==> src/rtl/mcpu_pkg.sv <==
// Shared MCPU constants: word geometry, opcodes, loader state and mode encodings.
// Pure declarations; no logic.
package mcpu_pkg;
  localparam int WORD_SIZE    = 16;
  localparam int ADDR_WIDTH   = 8;
  localparam int RAM_SIZE     = 256;
  localparam int OPCODE_SIZE  = 4;
  localparam int OPERAND_SIZE = 4;

  localparam logic [OPCODE_SIZE-1:0] OPC_HALT  = 4'h0;
  localparam logic [OPCODE_SIZE-1:0] OPC_LOAD  = 4'h1;
  localparam logic [OPCODE_SIZE-1:0] OPC_STORE = 4'h2;
  localparam logic [OPCODE_SIZE-1:0] OPC_ADD   = 4'h3;

  localparam logic MODE_LOAD   = 1'b0;
  localparam logic MODE_VERIFY = 1'b1;

  typedef enum logic [2:0] {
    ST_IDLE  = 3'd0,
    ST_CLEAR = 3'd1,
    ST_LOAD  = 3'd2,
    ST_VREQ  = 3'd3,
    ST_VCMP  = 3'd4,
    ST_DONE  = 3'd5
  } ldr_state_t;
endpackage

==> src/rtl/mcpu_prog_loader_if.sv <==
// Instruction stream (valid/ready) plus RAM write/read port of the program loader.
// The loader side is the slave modport; the host/RAM side is the master modport.
interface mcpu_prog_loader_if import mcpu_pkg::*; #(
  parameter int WORD_SIZE  = mcpu_pkg::WORD_SIZE,
  parameter int ADDR_WIDTH = mcpu_pkg::ADDR_WIDTH
);
  logic                  in_valid;
  logic [WORD_SIZE-1:0]  in_data;
  logic                  in_last;
  logic                  in_ready;
  logic                  mem_we;
  logic [ADDR_WIDTH-1:0] mem_addr;
  logic [WORD_SIZE-1:0]  mem_wdata;
  logic [WORD_SIZE-1:0]  mem_rdata;

  modport master (
    output in_valid, in_data, in_last, mem_rdata,
    input  in_ready, mem_we, mem_addr, mem_wdata
  );
  modport slave (
    input  in_valid, in_data, in_last, mem_rdata,
    output in_ready, mem_we, mem_addr, mem_wdata
  );
endinterface

==> src/rtl/mcpu_prog_cmp.sv <==
// Verify datapath: holds the streamed word/last flag, registers the compare against RAM
// read data, and keeps the sticky error flag with the first mismatching address.
module mcpu_prog_cmp import mcpu_pkg::*; #(
  parameter int WORD_SIZE  = mcpu_pkg::WORD_SIZE,
  parameter int ADDR_WIDTH = mcpu_pkg::ADDR_WIDTH
) (
  input  logic                  i_clk,
  input  logic                  i_reset,
  input  logic                  i_clear,
  input  logic                  i_cap_vld,
  input  logic [WORD_SIZE-1:0]  i_cap_dat,
  input  logic                  i_cap_last,
  input  logic                  i_cmp_vld,
  input  logic [WORD_SIZE-1:0]  i_rdata,
  input  logic [ADDR_WIDTH-1:0] i_addr,
  input  logic                  i_ovf,
  output logic                  o_last,
  output logic                  o_error,
  output logic [ADDR_WIDTH-1:0] o_mismatch_addr
);
  logic [WORD_SIZE-1:0]  r_word;
  logic                  r_last;
  logic                  r_error;
  logic [ADDR_WIDTH-1:0] r_mm_addr;
  logic                  w_mismatch;

  assign w_mismatch = i_cmp_vld && (i_rdata != r_word);

  always_ff @(posedge i_clk) begin
    if (i_reset) begin
      r_word    <= '0;
      r_last    <= 1'b0;
      r_error   <= 1'b0;
      r_mm_addr <= '0;
    end else begin
      if (i_clear) begin
        r_error   <= 1'b0;
        r_mm_addr <= '0;
      end
      if (i_cap_vld) begin
        r_word <= i_cap_dat;
        r_last <= i_cap_last;
      end
      // error doubles as "first mismatch already seen"; overflow only ever ends the op
      if (w_mismatch && !r_error) begin
        r_error   <= 1'b1;
        r_mm_addr <= i_addr;
      end
      if (i_ovf) r_error <= 1'b1;
    end
  end

  assign o_last          = r_last;
  assign o_error         = r_error;
  assign o_mismatch_addr = r_mm_addr;
endmodule

==> src/rtl/mcpu_prog_loader.sv <==
// Streams instruction words into MCPU RAM from address 0 (optional pre-clear) or verifies them.
// Load writes 1 cycle after each handshake; verify runs 1 word per 2 cycles; cpu_hold drops only on a clean load.
module mcpu_prog_loader import mcpu_pkg::*; #(
  parameter int WORD_SIZE      = mcpu_pkg::WORD_SIZE,
  parameter int ADDR_WIDTH     = mcpu_pkg::ADDR_WIDTH,
  parameter int RAM_SIZE       = mcpu_pkg::RAM_SIZE,
  parameter bit CLEAR_ON_START = 1'b1
) (
  input  logic                  i_clk,
  input  logic                  i_reset,
  input  logic                  i_start,
  input  logic                  i_mode,
  mcpu_prog_loader_if.slave     bus,
  output logic                  o_cpu_hold,
  output logic                  o_busy,
  output logic                  o_done,
  output logic                  o_error,
  output logic [ADDR_WIDTH:0]   o_words_count,
  output logic [ADDR_WIDTH-1:0] o_mismatch_addr
);
  localparam logic [ADDR_WIDTH-1:0] LAST_ADDR = ADDR_WIDTH'(RAM_SIZE - 1);
  localparam logic [ADDR_WIDTH:0]   COUNT_MAX = (ADDR_WIDTH + 1)'(RAM_SIZE);

  ldr_state_t            r_state, w_next;
  logic                  r_mode;
  logic [ADDR_WIDTH-1:0] r_ptr;
  logic [ADDR_WIDTH:0]   r_count;
  logic                  r_hold;
  logic                  r_we;
  logic [ADDR_WIDTH-1:0] r_addr;
  logic [WORD_SIZE-1:0]  r_wdata;
  logic                  w_start, w_hs, w_at_end, w_last_flag, w_ovf, w_cap, w_cmp;

  assign w_start  = i_start && (r_state == ST_IDLE || r_state == ST_DONE);
  assign w_hs     = bus.in_valid && bus.in_ready;
  assign w_at_end = (r_ptr == LAST_ADDR);
  assign w_cap    = (r_state == ST_VREQ) && w_hs;
  assign w_cmp    = (r_state == ST_VCMP);
  assign w_ovf    = w_at_end && (((r_state == ST_LOAD) && w_hs && !bus.in_last) ||
                                 (w_cmp && !w_last_flag));

  always_ff @(posedge i_clk) begin
    if (i_reset) r_state <= ST_IDLE;
    else         r_state <= w_next;
  end

  always_comb begin
    w_next = r_state;
    case (r_state)
      ST_IDLE, ST_DONE:
        if (i_start) begin
          if (i_mode == MODE_VERIFY) w_next = ST_VREQ;
          else                       w_next = CLEAR_ON_START ? ST_CLEAR : ST_LOAD;
        end
      ST_CLEAR: if (w_at_end) w_next = ST_LOAD;
      ST_LOAD:  if (w_hs && (bus.in_last || w_at_end)) w_next = ST_DONE;
      ST_VREQ:  if (w_hs) w_next = ST_VCMP;
      ST_VCMP:  w_next = (w_last_flag || w_at_end) ? ST_DONE : ST_VREQ;
      default:  w_next = ST_IDLE;
    endcase
  end

  always_comb begin
    bus.in_ready = 1'b0;
    o_busy       = 1'b0;
    o_done       = 1'b0;
    case (r_state)
      ST_LOAD, ST_VREQ: begin
        bus.in_ready = 1'b1;
        o_busy       = 1'b1;
      end
      ST_CLEAR, ST_VCMP: o_busy = 1'b1;
      ST_DONE:           o_done = 1'b1;
      default: ;
    endcase
  end

  always_ff @(posedge i_clk) begin
    if (i_reset) begin
      r_mode  <= MODE_LOAD;
      r_ptr   <= '0;
      r_count <= '0;
      r_hold  <= 1'b1;
      r_we    <= 1'b0;
      r_addr  <= '0;
      r_wdata <= '0;
    end else begin
      r_we <= 1'b0;
      if (w_start) begin
        r_mode  <= i_mode;
        r_ptr   <= '0;
        r_count <= '0;
        r_addr  <= '0;
        // a verify leaves the hold exactly as the preceding load left it
        if (i_mode == MODE_LOAD) r_hold <= 1'b1;
      end
      case (r_state)
        ST_CLEAR: begin
          r_we    <= 1'b1;
          r_addr  <= r_ptr;
          r_wdata <= '0;
          r_ptr   <= w_at_end ? '0 : r_ptr + 1'b1;
        end
        ST_LOAD: if (w_hs) begin
          r_we    <= 1'b1;
          r_addr  <= r_ptr;
          r_wdata <= bus.in_data;
          if (!w_at_end) r_ptr <= r_ptr + 1'b1;
          if (r_count != COUNT_MAX) r_count <= r_count + 1'b1;
          if (bus.in_last && r_mode == MODE_LOAD) r_hold <= 1'b0;
        end
        ST_VCMP: begin
          if (r_count != COUNT_MAX) r_count <= r_count + 1'b1;
          // pre-present the next address so read data is ready when VCMP is reached
          if (!(w_last_flag || w_at_end)) begin
            r_ptr  <= r_ptr + 1'b1;
            r_addr <= r_ptr + 1'b1;
          end
        end
        default: ;
      endcase
    end
  end

  mcpu_prog_cmp #(
    .WORD_SIZE  (WORD_SIZE),
    .ADDR_WIDTH (ADDR_WIDTH)
  ) u_cmp (
    .i_clk           (i_clk),
    .i_reset         (i_reset),
    .i_clear         (w_start),
    .i_cap_vld       (w_cap),
    .i_cap_dat       (bus.in_data),
    .i_cap_last      (bus.in_last),
    .i_cmp_vld       (w_cmp),
    .i_rdata         (bus.mem_rdata),
    .i_addr          (r_ptr),
    .i_ovf           (w_ovf),
    .o_last          (w_last_flag),
    .o_error         (o_error),
    .o_mismatch_addr (o_mismatch_addr)
  );

  assign bus.mem_we    = r_we;
  assign bus.mem_addr  = r_addr;
  assign bus.mem_wdata = r_wdata;
  assign o_cpu_hold    = r_hold;
  assign o_words_count = r_count;
endmodule
==> src/flat_wrapper.sv <==
// flat-port wrapper written by rule: the top's interface ports become plain ports
module mcpu_prog_loader_flat import mcpu_pkg::*;
#(
  parameter int WORD_SIZE      = mcpu_pkg::WORD_SIZE,
  parameter int ADDR_WIDTH     = mcpu_pkg::ADDR_WIDTH,
  parameter int RAM_SIZE       = mcpu_pkg::RAM_SIZE,
  parameter bit CLEAR_ON_START = 1'b1
)
  (i_clk, i_reset, i_start, i_mode, o_cpu_hold, o_busy, o_done, o_error, o_words_count, o_mismatch_addr, bus_in_valid, bus_in_data, bus_in_last, bus_mem_rdata, bus_in_ready, bus_mem_we, bus_mem_addr, bus_mem_wdata);
  mcpu_prog_loader_if #(.WORD_SIZE(WORD_SIZE), .ADDR_WIDTH(ADDR_WIDTH)) bus_i ();
  input  logic i_clk;
  input  logic i_reset;
  input  logic i_start;
  input  logic i_mode;
  output logic o_cpu_hold;
  output logic o_busy;
  output logic o_done;
  output logic o_error;
  output logic [ADDR_WIDTH:0] o_words_count;
  output logic [ADDR_WIDTH-1:0] o_mismatch_addr;
  input wire logic [$bits(bus_i.in_valid)-1:0] bus_in_valid;
  input wire logic [$bits(bus_i.in_data)-1:0] bus_in_data;
  input wire logic [$bits(bus_i.in_last)-1:0] bus_in_last;
  input wire logic [$bits(bus_i.mem_rdata)-1:0] bus_mem_rdata;
  output wire logic [$bits(bus_i.in_ready)-1:0] bus_in_ready;
  output wire logic [$bits(bus_i.mem_we)-1:0] bus_mem_we;
  output wire logic [$bits(bus_i.mem_addr)-1:0] bus_mem_addr;
  output wire logic [$bits(bus_i.mem_wdata)-1:0] bus_mem_wdata;
  assign bus_i.in_valid = bus_in_valid;
  assign bus_i.in_data = bus_in_data;
  assign bus_i.in_last = bus_in_last;
  assign bus_i.mem_rdata = bus_mem_rdata;
  assign bus_in_ready = bus_i.in_ready;
  assign bus_mem_we = bus_i.mem_we;
  assign bus_mem_addr = bus_i.mem_addr;
  assign bus_mem_wdata = bus_i.mem_wdata;
  mcpu_prog_loader #(.WORD_SIZE(WORD_SIZE), .ADDR_WIDTH(ADDR_WIDTH), .RAM_SIZE(RAM_SIZE), .CLEAR_ON_START(CLEAR_ON_START)) u_core (.i_clk(i_clk), .i_reset(i_reset), .i_start(i_start), .i_mode(i_mode), .bus(bus_i), .o_cpu_hold(o_cpu_hold), .o_busy(o_busy), .o_done(o_done), .o_error(o_error), .o_words_count(o_words_count), .o_mismatch_addr(o_mismatch_addr));
endmodule
==> config.mk <==
export PLATFORM = sky130hd
export DESIGN_NAME = mcpu_prog_loader_flat
export DESIGN_NICKNAME = d
export VERILOG_FILES = /design/src/rtl/mcpu_pkg.sv /design/src/rtl/mcpu_prog_loader_if.sv /design/src/rtl/mcpu_prog_cmp.sv /design/src/rtl/mcpu_prog_loader.sv /design/src/flat_wrapper.sv
export SDC_FILE = /design/constraint.sdc
export NUM_CORES = 1
export LEC_CHECK = 0
export CAP_MARGIN = 40
export CORE_UTILIZATION = 48
export CTS_BUF_LIST = sky130_fd_sc_hd__clkbuf_8
export DETAILED_ROUTE_END_ITERATION = 10
export GPL_TIMING_DRIVEN = 1
export HOLD_SLACK_MARGIN = 0.08
export PLACE_DENSITY = 0.73
export SETUP_SLACK_MARGIN = 0.3
export SYNTH_ARGS = -nofsm -noshare
export SYNTH_HDL_FRONTEND = slang
export SYNTH_HIERARCHICAL = 1
export SYNTH_SLANG_ARGS = --single-unit
export TNS_END_PERCENT = 100
==> constraint.sdc <==
create_clock -name i_clk -period 2.15 [get_ports i_clk]
set_input_delay 0.43 -clock i_clk [delete_from_list [all_inputs] [get_ports i_clk]]
set_output_delay 0.43 -clock i_clk [all_outputs]
set_load 0.005 [all_outputs]
==> impl_metrics.yaml, run 1 <==
placed_design:
  hpwl_mm: 7.54
  io_buffers: 84
  gp_congestion: 0.904
  placed_cell_area_sq_um: 5090
worst_setup_path:
  cp_top_family: "simple AND/OR/NAND/NOR gates"
  r2r_start: "u_core/r_state[2]$_SDFFE_PP0P_"
  reg2reg_slack_ns: 0.27
  start_kind: "flop"
  reg2reg_depth: 6
  path_cells: "and2b_1 -> or4b_4 -> buf_6 -> and3_1 -> a211oi_2 -> nor4_1"
  worst_ep_required_time_ns: 2.38
  critPathKind: "flop to flop"
  critPathMaxStageDelay_ns: 0.55
  crit_buf_inv: 1
  worstPathMaxFanout: 10
  cp_slowest_cell: "or4b_4"
  cp.depth: 6
  critPathArrivalTime_ns: 2.11
  end_kind: "flop"
  r2r-end: "u_core/bus.mem_addr[3]$_SDFF_PP0_"
floorplan:
  ios: 85
  rows: 32
  die_w_um: 91.9
  die-height_um: 91.9
  floorplan.initialDensity_pct: 50.0
  core-area_sq_um: 7770
  dieArea_sq_um: 8450
clock_tree:
  clock_path_buffers: 2
  htreeDepth: 3
  clk_latency_ns: 0.36
  numCtsBuffers: 9
  cts.reportedPaths.clkPinSlew_ns: 0.08
  clkSinkCount: 73
  cts-root-buf: "clkbuf_8"
  hold_buffers: 0
  cts_tree: "yes"
cells_and_area:
  drive_above_1_share_pct: 22.7
  fillers: 612
  area_growth_pct: 42.0
  final_cell_area_sq_um: 5510
  diodes: 0
  nets: 609
global_route:
  grt_overflow: 0
  grt.busiest_layer: "met2"
  grt_pass1_wl_mm: 17.3
  antenna_found_initial: 0
  first_global_vias: 3592
  globalRouteTotalUtil_pct: 25.6
  grtUsageMet3_pct: 4.73
  use_met1_pct: 32.9
  grt_max_degree: 61
  grt_util_met2_pct: 42.2
logic_synthesis:
  synth_edf_count: 0
  synth-main-ff-cell: "dfxtp_1"
  yosysSeqAreaShare_pct: 37.6
  synth_area_leaders: "dfxtp_1 (38%), mux2i_1 (8.0%), a21oi_1 (5.0%)"
  async_reset_ff_share_pct: 0
  ys_types: 66
  netlist.area_leader.share_pct: 37.6
  synthesis.nets: 489
  synth_top_area_cell: "dfxtp_1"
  yosys_warnings: 6
  ys_ff_latch: 73
  synth_area_sq_um: 3880
  syn_area_per_cell_sq_um: 8.67
  synthCells: 448
drt:
  viasPerCell: 5.75
  drc_errors: 0
  ant_nets: 0
  wl_per_cell_um: 16.3
  routed_wl_mm: 11.0
  drtPass1Iterations: 5
  drt_iter0_markers: 253
  vias: 3880
timing:
  final-setup-viol-count: 0
  fmax_mhz: 532
  fin_hold_ws_ns: 0.467
  finalClockSkew_ns: 0.0106
  fin_crit_sh_pct: 87.5
  rsz0062_at_grt: "true"
  finalHoldViolCount: 0
  relSlewSlack_pct: 69.4
  worst_pin_slew_ns: 0.454
  slew_violations: 0
  period_needed_ns: 1.88
hold_path:
  whs_endpoint: "u_core/bus.mem_addr[2]$_SDFF_PP0_"
  min_path_cells: 2
  hp-class: "flop to flop"
  hp-start: "u_core/bus.mem_addr[2]$_SDFF_PP0_"
power:
  powerDensity_nw_per_um2: 977
  power_frac_seq_pct: 31.6
  p_sw_w: 0.00204
  p_clk_share_pct: 17.9
  p_leak_nw: 2.20
  combPwrFrac_pct: 50.5
  p_int_w: 0.00335
  swShare_pct: 37.9
  ir_worst_vdd_uv: 742
job:
  cap_violations: 0
outcome:
  status: "finished, final reports clean"
==> per-stage QoR <==
stage / setup WS [ns] / total power [W] / setup TNS, ns / std cells / util, %
detailed placement: -0.169 / 0.00403 / -1.52 / 649 / 65.5
global placement: -0.268 / 0.00398 / -5.26 / 648 / 65.4
global route: 0.234 / 0.00570 / 0 / 675 / 71.0
floorplan: 0.303 / 0.00311 / 0 / 448 / -
CTS: 0.198 / 0.00515 / 0 / 670 / 69.1
finish: 0.269 / 0.00538 / 0 / 675 / 71.0
==> cell families (layout without fill, tap and decap cells) <==
kind of cell               Yosys count  count (layout)  synth area share (%)
and+or+nand+nor                    162             163                  22.2
AOI/OAI and AO/OA                  111             111                  20.4
DFF                                 73              73                  37.6
buffers and inverters               46             170                  5.80
muxes                               32              32                  8.28
xor gates and xnor gates            21              21                  4.74
adders and majority gates            3               3                 0.967
==> flip-flops by register name, indices dropped and copies added, names as in the netlist <==
| signal | flops |
|---|---|
| u_core/bus.mem_addr | 8 |
| u_core/bus.mem_wdata | 16 |
| u_core/bus.mem_we | 1 |
| u_core/o_cpu_hold | 1 |
| u_core/o_words_count | 9 |
| u_core/r_mode | 1 |
| u_core/r_ptr | 8 |
| u_core/r_state | 3 |
| u_core/u_cmp/o_error | 1 |
| u_core/u_cmp/o_last | 1 |
| u_core/u_cmp/o_mismatch_addr | 8 |
| u_core/u_cmp/r_word | 16 |
==> layer usage <==
layer	share of wire [%]	wire length (um)	vias to the layer above
li1	-	-	1858
met1	43	4750	1820
met2	48	5230	174
met3	6.8	747	28
met4	2.5	275	0
met5	0	0	-
==> tightest hold or removal path, delay by kind of cell (launching register included) <==
family / cells / cell delay, ns
AO/OA/AOI/OAI: 1 / 0.05
AND/OR/NAND/NOR: 1 / 0.06
flip-flops: 1 / 0.31
==> power groups by stage <==
stage | combinational, W | clock, W | sequential, W
global route | 0.00292 | 0.00105 | 0.00172
detailed placement | 0.00233 | 0 | 0.00170
CTS | 0.00247 | 0.000983 | 0.00169
floorplan | 0.00143 | 0 | 0.00169
global placement | 0.00229 | 0 | 0.00170
finish | 0.00272 | 0.000966 | 0.00170
==> cell type report <==
cell class | count | area (sq um) | share of cell area [%]
clock buffers | 9 | 124 | 2.25
clock inverters | 7 | 46.3 | 0.840
inverters | 11 | 46.3 | 0.840
multi-input cells | 330 | 2340 | 42.5
flip-flops and latches | 73 | 1480 | 26.8
well taps | 102 | 128 | 2.32
repair buffers | 143 | 1350 | 24.4
==> synthesized netlist by cell type (2+ instances only) <==
master and n:
a2111oi_2 2, a211oi_1 4, a21o_1 4, a21oi_1 39
a221oi_2 2, a22o_1 17, a22oi_1 4, a311oi_1 2
a311oi_2 2, a31oi_1 6, and2_1 5, and3_1 8
buf_2 15, buf_6 4, clkbuf_1 14, dfxtp_1 73
ha_1 3, inv_1 9, mux2i_1 31, nand2_1 25
nand2b_1 14, nand3_1 10, nand3b_1 4, nand4_1 5
nor2_1 51, nor2b_1 4, nor3_1 7, nor3_2 2
nor3b_1 2, nor4_1 8, o211ai_1 5, o21ai_0 9
o221ai_1 2, o22ai_1 2, or3_1 3, or3b_1 2
xnor2_1 3, xor2_1 18
==> what timing repair did <==
item                       in CTS  in global routing
hold endpoints to repair        0                  0
gates resized for setup        29                 34
pin swaps                       2                  8
gates cloned                    0                  1
setup buffers                   5                  4
setup endpoints to repair      34                 30
==> how the worst max path moves through the flow <==
stage	from	to	slack, ns
global route	u_core/r_state[2]$_SDFFE_PP0P_	u_core/bus.mem_addr[3]$_SDFF_PP0_	0.23
global placement	bus_in_valid	u_core/bus.mem_wdata[5]$_SDFFE_PP0P_	-0.27
finish	u_core/r_state[2]$_SDFFE_PP0P_	u_core/bus.mem_addr[3]$_SDFF_PP0_	0.27
detailed placement	i_start	u_core/bus.mem_addr[3]$_SDFF_PP0_	-0.17
floorplan	u_core/r_state[0]$_SDFFE_PP0P_	u_core/bus.mem_addr[3]$_SDFF_PP0_	0.30
CTS	u_core/r_state[1]$_SDFFE_PP0P_	o_busy	0.20
==> cells in the final DEF, fill, tap and decap left out, drive strengths merged, types with 4 or more instances in the layout <==
cell type,n
a211oi,4
a21o,4
a21oi,39
a22o,17
a22oi,4
a311oi,4
a31oi,7
and2,5
and3,9
buf,60
clkbuf,11
clkdlybuf4s50,77
dfxtp,73
inv,14
mux2i,31
nand2,25
nand2b,14
nand3,10
nand3b,4
nand4,5
nor2,51
nor2b,4
nor3,9
nor4,8
o211ai,5
o21ai,9
or3b,4
xor2,18
Note: power is estimated with default switching activity, not from simulation.
==> run 2: changes to the inputs <==
--- a/config.mk
+++ b/config.mk
@@ -11,7 +11,7 @@
 export DETAILED_ROUTE_END_ITERATION = 10
 export GPL_TIMING_DRIVEN = 1
 export HOLD_SLACK_MARGIN = 0.08
-export PLACE_DENSITY = 0.73
+export PLACE_DENSITY_LB_ADDON = 0.05
 export SETUP_SLACK_MARGIN = 0.3
 export SYNTH_ARGS = -nofsm -noshare
 export SYNTH_HDL_FRONTEND = slang
==> constraint.sdc (replaced) <==
create_clock -name i_clk -period 2.15 [get_ports i_clk]
set_input_delay 0.5375 -clock i_clk [delete_from_list [all_inputs] [get_ports i_clk]]
set_output_delay 0.5375 -clock i_clk [all_outputs]
set_load 0.005 [all_outputs]
==> run 2 against run 1 <==
Cell area is 7.6% higher. Worst hold slack worse by 0.0090 ns. Setup slack got worse by 0.019 ns. Critical path type unchanged. Critical endpoint is now u_core/o_words_count[3]$_SDFF_PP0_.
==> impl_metrics.yaml, run 2 (same netlist as run 1, synthesis figures left out) <==
timing:
  fmax_mhz: 526
  setup_tns_ns: 0
  finalClockSkew_ns: 0.0104
  rsz0062_at_grt: "true"
  fin_hold_ws_ns: 0.458
  worst_pin_slew_ns: 0.546
  fin_crit_sh_pct: 88.4
  period_needed_ns: 1.90
  relSlewSlack_pct: 63.3
  finalWorstSetupSlack_ns: 0.250
  slew_violations: 0
  final-setup-viol-count: 0
  finalHoldViolCount: 0
cells_and_area:
  drive_above_1_share_pct: 28.8
  final_cell_area_sq_um: 5930
  final_common_cell: "clkdlybuf4s50_1"
  diodes: 0
  area_growth_pct: 52.8
  fillers: 560
  final_cell_mix: "clkdlybuf4s50_1 (63), dfxtp_1 (61), buf_4 (57)"
  nets: 623
clock_tree:
  cts_tree: "yes"
  clk_latency_ns: 0.35
  cts-root-buf: "clkbuf_8"
  htreeDepth: 3
  clock_path_buffers: 2
  cts.reportedPaths.clkPinSlew_ns: 0.08
  numCtsBuffers: 9
  clkSinkCount: 73
worst_setup_path:
  start_kind: "flop"
  end_kind: "flop"
  critPathKind: "flop to flop"
  crit_buf_inv: 5
  critPathArrivalTime_ns: 2.15
  worstPathMaxFanout: 4
  cp_slowest_cell: "dfxtp_4"
  critPathMaxStageDelay_ns: 0.36
  cp_common_cell: "buf_4"
  path_cells: "buf_6 -> buf_4 -> nand3b_1 -> buf_4 -> a21oi_2 -> buf_4 -> buf_4 -> a41oi_1 -> a211oi_1"
  cp_top_family: "buffers and inverters"
  worst_ep_required_time_ns: 2.40
floorplan:
  ios: 85
  rows: 32
  core-area_sq_um: 7770
  die-height_um: 91.9
  floorplan.initialDensity_pct: 50.0
  die_w_um: 91.9
  dieArea_sq_um: 8450
drt:
  routed_wl_mm: 12.0
  viasPerCell: 5.77
  ant_nets: 0
  wl_per_cell_um: 17.4
  drtPass1Iterations: 5
  drc_errors: 0
  drt_iter0_markers: 272
  vias: 3973
job:
  cap_violations: 0
power:
  swShare_pct: 35.1
  powerDensity_nw_per_um2: 1040
  combPwrFrac_pct: 49.4
  p_int_w: 0.00401
  p_total_w: 0.00617
  power_frac_seq_pct: 27.4
  p_leak_nw: 2.46
  p_clk_share_pct: 23.2
  ir_worst_vdd_uv: 929
  p_sw_w: 0.00217
global_route:
  grt_max_degree: 22
  grt_pass1_wl_mm: 18.1
  antenna_found_initial: 0
  first_global_vias: 3718
  grt_overflow: 0
  globalRouteTotalUtil_pct: 26.8
hold_path:
  hp-class: "flop to flop"
placed_design:
  io_buffers: 84
  gp_congestion: 0.857
  hpwl_mm: 7.56
  dp_slack_ns: -0.285
  placed_cell_area_sq_um: 5070
outcome:
  status: "finished, final reports clean"
-- run 2: changes by cell type in the layout (fill, tap and decap cells not counted), sizes merged --
| cell | delta |
|---|---|
| clkinvlp | -2 |
| and4 | -1 |
| inv | -1 |
| dlymetal6s2s | +13 |
| buf | +13 |
| clkbuf | +3 |
| clkdlybuf4s50 | -14 |
| clkinv | -1 |
| bufinv | +4 |
-- run 2: final timing paths --
check | from | end | slack [ns] | cells after the start
setup / recovery | u_core/r_state[2]$_SDFFE_PP0P_ | u_core/o_words_count[3]$_SDFF_PP0_ | 0.25 | 9
hold / removal | u_core/u_cmp/o_mismatch_addr[5]$_SDFFE_PP0P_ | u_core/u_cmp/o_mismatch_addr[5]$_SDFFE_PP0P_ | 0.46 | 2
setup reg to reg | u_core/r_state[2]$_SDFFE_PP0P_ | u_core/o_words_count[3]$_SDFF_PP0_ | 0.25 | 9
hold reg to reg | u_core/u_cmp/o_mismatch_addr[5]$_SDFFE_PP0P_ | u_core/u_cmp/o_mismatch_addr[5]$_SDFFE_PP0P_ | 0.46 | 2
-- run 2: routing by layer --
| layer | GRT usage, % | up-vias | routed length, um |
|---|---|---|---|
| li1 | - | 1874 | - |
| met1 | 34.0 | 1906 | 5080 |
| met2 | 45.1 | 170 | 5920 |
| met3 | 5.80 | 23 | 818 |
| met4 | 8.46 | 0 | 197 |
| met5 | 0 | - | 0 |
-- run 2: what timing repair did --
action	in CTS	in global routing
buffers inserted	12	15
hold buffers	0	0
pin swaps	8	30
cloned	1	2
resized for setup	36	79
endpoints found under the setup margin	59	62
-- run 2: final cells by class --
type                    count  area, sq um  share of cell area (%)
repair buffers            158         1550                    26.1
clock buffers               9          124                    2.09
inverters                  11         48.8                   0.823
well taps                 102          128                    2.15
clock inverters             7          141                    2.38
flip-flops and latches     73         1490                    25.1
multi-input cells         329         2450                    41.4
-- run 2: tightest hold or removal path, stage by stage (launching register included) --
cell	delay [ns]
dfxtp_1	0.31
nand2_1	0.05
mux2i_1	0.05
-- run 2: power groups by stage --
| stage | clock network [W] | registers (W) | logic (W) |
|---|---|---|---|
| 4_1_cts | 0.00144 | 0.00167 | 0.00255 |
| 5_1_grt | 0.00150 | 0.00172 | 0.00324 |
| 2_1_floorplan | 0 | 0.00169 | 0.00143 |
| 3_3_place_gp | 0 | 0.00171 | 0.00226 |
| 3_5_place_dp | 0 | 0.00172 | 0.00230 |
| 6_report | 0.00143 | 0.00169 | 0.00305 |
-- run 2: metrics by stage --
step,utilization [%],instances
5_1_grt,76.4,689
6_report,76.4,689
2_1_floorplan,-,448
4_1_cts,70.9,672
3_3_place_gp,65.2,643
3_5_place_dp,65.2,643
